## config.mk

```make
export PLATFORM = sky130hd
export DESIGN_NAME = alu_word_sequencer
export DESIGN_NICKNAME = d
export VERILOG_FILES = /design/src/rtl/alu_pkg.sv /design/src/rtl/cla_combine.sv /design/src/rtl/alu_word_sequencer.sv
export SDC_FILE = /design/constraint.sdc
export NUM_CORES = 1
export LEC_CHECK = 0
export ABC_AREA = 1
export CAP_MARGIN = 20
export CORE_MARGIN = 1.5
export CORE_UTILIZATION = 43
export CTS_CLUSTER_DIAMETER = 30
export CTS_CLUSTER_SIZE = 24
export DETAILED_ROUTE_END_ITERATION = 10
export PLACE_DENSITY_LB_ADDON = 0.12
export SYNTH_ARGS = -nofsm -noshare
export SYNTH_HDL_FRONTEND = slang
export SYNTH_HIERARCHICAL = 1
export SYNTH_SLANG_ARGS = --single-unit
```

## constraint.sdc

```tcl
create_clock -name clk -period 1.65 [get_ports clk]
set_clock_uncertainty 0.05 [all_clocks]
set_input_delay 0.2475 -clock clk [delete_from_list [all_inputs] [get_ports clk]]
set_output_delay 0.2475 -clock clk [all_outputs]
set_load 0.02 [all_outputs]
```

## src/rtl/alu_pkg.sv

```systemverilog
// Shared constants for the ALU word sequencer: slice opcodes, chunk width, FSM states.
package alu_pkg;

   localparam int CHUNK_W = 8;

   localparam logic [2:0] OP_CLR = 3'b000;
   localparam logic [2:0] OP_BMA = 3'b001;
   localparam logic [2:0] OP_AMB = 3'b010;
   localparam logic [2:0] OP_ADD = 3'b011;
   localparam logic [2:0] OP_XOR = 3'b100;
   localparam logic [2:0] OP_OR  = 3'b101;
   localparam logic [2:0] OP_AND = 3'b110;
   localparam logic [2:0] OP_PRE = 3'b111;

   typedef enum logic [1:0] {
      IDLE = 2'd0,
      RUN  = 2'd1,
      HOLD = 2'd2
   } seq_state_t;

endpackage

```

## src/rtl/cla_combine.sv

```systemverilog
// Two-group look-ahead carry: carry into the high slice and carry out of the chunk.
module cla_combine (
   input  logic [1:0] g,
   input  logic [1:0] p,
   input  logic       cin,
   output logic       cmid,
   output logic       cout
);

   assign cmid = g[0] | (p[0] & cin);
   assign cout = g[1] | (p[1] & cmid);

endmodule

```

## src/rtl/alu_word_sequencer.sv

```systemverilog
// Steps a wide operand through one 8-bit pair of 4-bit ALU slices, one chunk per
// cycle, carrying the look-ahead carry between chunks.
//
// state | meaning
// IDLE  | waiting for an operand word, in_ready high, slice inputs zero
// RUN   | driving chunk r_idx into the slices and capturing its result
// HOLD  | result word valid, waiting for out_ready
module alu_word_sequencer
   import alu_pkg::*;
#(
   parameter int NCHUNK = 4
) (
   input  logic                        clk,
   input  logic                        rst_n,
   input  logic                        in_valid,
   output logic                        in_ready,
   input  logic [CHUNK_W*NCHUNK-1:0]   in_a,
   input  logic [CHUNK_W*NCHUNK-1:0]   in_b,
   input  logic [2:0]                  in_op,
   input  logic                        in_cin,
   output logic [CHUNK_W-1:0]          sl_a,
   output logic [CHUNK_W-1:0]          sl_b,
   output logic [2:0]                  sl_s,
   output logic                        sl_cin,
   output logic                        sl_cmid,
   input  logic [CHUNK_W-1:0]          sl_f,
   input  logic [1:0]                  sl_g,
   input  logic [1:0]                  sl_p,
   output logic                        out_valid,
   input  logic                        out_ready,
   output logic [CHUNK_W*NCHUNK-1:0]   out_f,
   output logic                        out_cout
);

   localparam int W     = CHUNK_W * NCHUNK;
   localparam int IDX_W = (NCHUNK > 1) ? $clog2(NCHUNK) : 1;
   localparam logic [IDX_W-1:0] LAST_IDX = IDX_W'(NCHUNK - 1);

   seq_state_t        r_state;
   seq_state_t        w_state_nxt;
   logic [IDX_W-1:0]  r_idx;
   logic              r_carry;
   logic [W-1:0]      r_a;
   logic [W-1:0]      r_b;
   logic [2:0]        r_op;
   logic [W-1:0]      r_f;
   logic              r_cout;
   logic              r_valid;
   logic              w_cmid;
   logic              w_c8;
   logic              w_last;

   assign w_last = (r_idx == LAST_IDX);

   cla_combine u_cla (
      .g    (sl_g),
      .p    (sl_p),
      .cin  (r_carry),
      .cmid (w_cmid),
      .cout (w_c8)
   );

   always_ff @(posedge clk) begin
      if (!rst_n) begin
         r_state <= IDLE;
      end else begin
         r_state <= w_state_nxt;
      end
   end

   always_comb begin
      w_state_nxt = r_state;
      unique case (r_state)
         IDLE:    if (in_valid)  w_state_nxt = RUN;
         RUN:     if (w_last)    w_state_nxt = HOLD;
         HOLD:    if (out_ready) w_state_nxt = IDLE;
         default: w_state_nxt = IDLE;
      endcase
   end

   // Slice inputs are only driven while a chunk is in flight.
   always_comb begin
      in_ready = 1'b0;
      sl_a     = '0;
      sl_b     = '0;
      sl_s     = '0;
      sl_cin   = 1'b0;
      sl_cmid  = 1'b0;
      unique case (r_state)
         IDLE: in_ready = rst_n;
         RUN: begin
            sl_a    = r_a[int'(r_idx)*CHUNK_W +: CHUNK_W];
            sl_b    = r_b[int'(r_idx)*CHUNK_W +: CHUNK_W];
            sl_s    = r_op;
            sl_cin  = r_carry;
            sl_cmid = w_cmid;
         end
         default: ;
      endcase
   end

   always_ff @(posedge clk) begin
      if (!rst_n) begin
         r_idx   <= '0;
         r_carry <= 1'b0;
         r_a     <= '0;
         r_b     <= '0;
         r_op    <= '0;
         r_f     <= '0;
         r_cout  <= 1'b0;
         r_valid <= 1'b0;
      end else begin
         unique case (r_state)
            IDLE: begin
               if (in_valid) begin
                  r_a     <= in_a;
                  r_b     <= in_b;
                  r_op    <= in_op;
                  r_carry <= in_cin;
                  r_idx   <= '0;
               end
            end
            RUN: begin
               r_f[int'(r_idx)*CHUNK_W +: CHUNK_W] <= sl_f;
               if (w_last) begin
                  r_cout  <= w_c8;
                  r_valid <= 1'b1;
               end else begin
                  r_carry <= w_c8;
                  r_idx   <= r_idx + IDX_W'(1);
               end
            end
            HOLD: begin
               if (out_ready) r_valid <= 1'b0;
            end
            default: ;
         endcase
      end
   end

   assign out_valid = r_valid;
   assign out_f     = r_f;
   assign out_cout  = r_cout;

endmodule

```

==> impl_metrics.ini <==
[detailed_routing]
drt-initial-drc-count = 253
wl_met2_mm = 6.69
routed_via_density = 5.04
wl_met3_mm = 1.02
met1_length_mm = 5.69
drc = 0
routed_wl_mm = 13.5
routed.top_layer = met5
ant_nets = 0
vias = 4806
dr.pass1.iters = 5
wire_per_inst_microns = 14.2

[setup_path]
endpoint_kind = output pin
reg2reg_from = r_idx[0]
max_stage_delay_ps = 430
cp_top_family = flip-flops
worstSetupStartpointType = flop
crit_fanout = 14
crit_required_ps = 1350
critPathKind = flop to output pin
critPathBufInv = 2
crit_path_frequent_cell = nor2_1
worstPathCellList = buf_12 -> nor2_1 -> nor2_1 -> o21ai_1 -> a21oi_1 -> buf_4
slowest_stage = dfxtp_4
crit_arrival_ps = 1500
crit_start = r_idx[0]

[place]
dp.cells = 935
numPortBuffers = 139
place_congestion = 0.838
hpwl_mm = 9.37

[floorplanning]
rows = 37
core_sq_um = 10500
start_util_pct = 44.9
dieHeight_microns = 108
dieArea_sq_um = 11600
die_w_microns = 108
ios = 140

[clock_network]
cts_buffers = 9
cts_tree = yes
clock-sinks = 106
clkTransAtPathRegs_ps = 90
holdBufCountCts = 0
h-tree-depth = 3
clock_path_buffers = 2
clock_latency_ps = 360
root_buffer = clkbuf_8

[timing]
rsz0062_at_grt = yes
drv_slew = 0
setup_violations = 16
max_slew.worst_pin.slew_ps = 652
maxSlewHeadroom_pct = 56.5
timing.fmax_mhz = 556
layout_setup_ws_ps = -149
finalHoldViolCount = 0
finalCriticalPeriod_ps = 1800
fin_crit_sh_pct = 109

[pwr]
p_total_mw = 6.09
cellPowerDensity_nw_per_um2 = 901
p_leak_nw = 3.14
ir_drop_mv = 0.513

[cells_and_area]
utilization_pct = 64.6
areaGrowthSynthToFinish_pct = 43.9
antennaDiodeCount = 0
drive_gt1_share_pct = 16.1
final_common_cell = nor2_1
final_cell_mix = nor2_1, dfxtp_1, clkdlybuf4s50_1
final_nets = 902
stdcell_count = 954

[status]
failed_checks = setup timing
status = finished with violations

[yosys]
syn_nets = 754
syn_avg_cell_area_sq_um = 7.07
ys_ff_latch = 106
synth_cell_types = 26
syn_area_sq_um = 4700
yosys_warnings = 6
ys_seq_area_share_pct = 45.2
syn_inst = 665

[global_route]
first_global_vias = 4465
grt_pass1_wl_mm = 21.1
grt_usage_pct = 23.0
grt-ovfl-total = 0
antenna_found_initial = 1
grt_max_degree = 79

[run]
maxCapViolCount = 0

[min_path]
hold_path.class = input port to flop
hold_path_startpoint = rst_n
-- through the flow --
stage	hold WS (ps)	instance area, sq um	setup TNS, ps	worst slack (ps)
finish	381	6760	-1930	-149
global placement	394	6350	-5040	-219
detailed placement	402	6350	-6340	-248
floorplan	343	4730	0	20.2
CTS	354	6530	-1860	-149
global route	401	6760	-3580	-265
-- flip-flops by register name (all words and copies together) (netlist names) --
signal	count
out_f	32
r_a	32
r_b	32
r_op	3
r_idx	2
r_state	2
out_cout	1
out_valid	1
r_carry	1
-- worst register-to-register path, cell delays in order, from the launching register on --
cell	delay, ps
dfxtp_4	430
inv_4	70
buf_12	140
ha_4	290
nand3_4	90
nor2_4	250
nand2_1	110
a21oi_2	120
-- report_power, final --
group / internal, mW / switching, mW / total (mW)
combinational: 0.691 / 0.800 / 1.49
sequential: 2.73 / 0.109 / 2.84
clock: 0.902 / 0.853 / 1.76
total: 4.33 / 1.76 / 6.09
-- cells by family (layout without fill, tap and decap cells) --
| group | after synthesis | after routing | share of synthesized area, % |
|---|---|---|---|
| adders and majority gates | 5 | 5 | 1.33 |
| buffers and inverters | 69 | 222 | 8.63 |
| AOI/OAI and AO/OA | 154 | 154 | 16.5 |
| DFF | 106 | 106 | 45.2 |
| and+or+nand+nor | 331 | 331 | 28.4 |
-- cells in the mapped netlist, drive strengths merged --
| library cell | number | area share [%] |
|---|---|---|
| ha | 5 | 1.3 |
| nor3 | 14 | 1.5 |
| buf | 35 | 5.7 |
| dfxtp | 106 | 45 |
| nand3 | 10 | 1.5 |
| clkbuf | 8 | 0.67 |
| o21a | 1 | 0.16 |
| nand2 | 66 | 5.4 |
| o21ai | 107 | 11 |
| a21oi | 46 | 4.9 |
| nor2 | 240 | 20 |
| clkinv | 1 | 0.19 |
| inv | 25 | 2.1 |
| nand3b | 1 | 0.16 |
-- metal layers --
metal,GRT usage [%],vias up
li1,-,2422
met1,28.2,2218
met2,39.9,147
met3,6.48,17
met4,5.64,2
met5,0,-
-- final cells by class --
class / count / area, sq um
fillers: 974 / 3700
clock inverters: 4 / 73.8
clock buffers: 12 / 145
repair buffers: 180 / 1810
multi-input cells: 490 / 2320
inverters: 26 / 115
flip-flops and latches: 106 / 2130
well taps: 136 / 170
-- path summary, 6_finish.rpt --
check / to / slack, ps / cells after the start
min reg2reg: r_op[2] / 410 / 2
max reg2reg: out_f[20] / 30 / 7
max: sl_b[5] / -150 / 6
min: out_f[27] / 380 / 4
-- what timing repair did --
| action | 4_1_cts | 5_1_grt |
|---|---|---|
| setup buffers | 0 | 2 |
| cloned | 0 | 1 |
| endpoints found under the setup margin | 64 | 63 |
| pin swaps | 2 | 10 |
| resized for setup | 131 | 77 |
No activity file was read; power rests on OpenSTA's default activity.
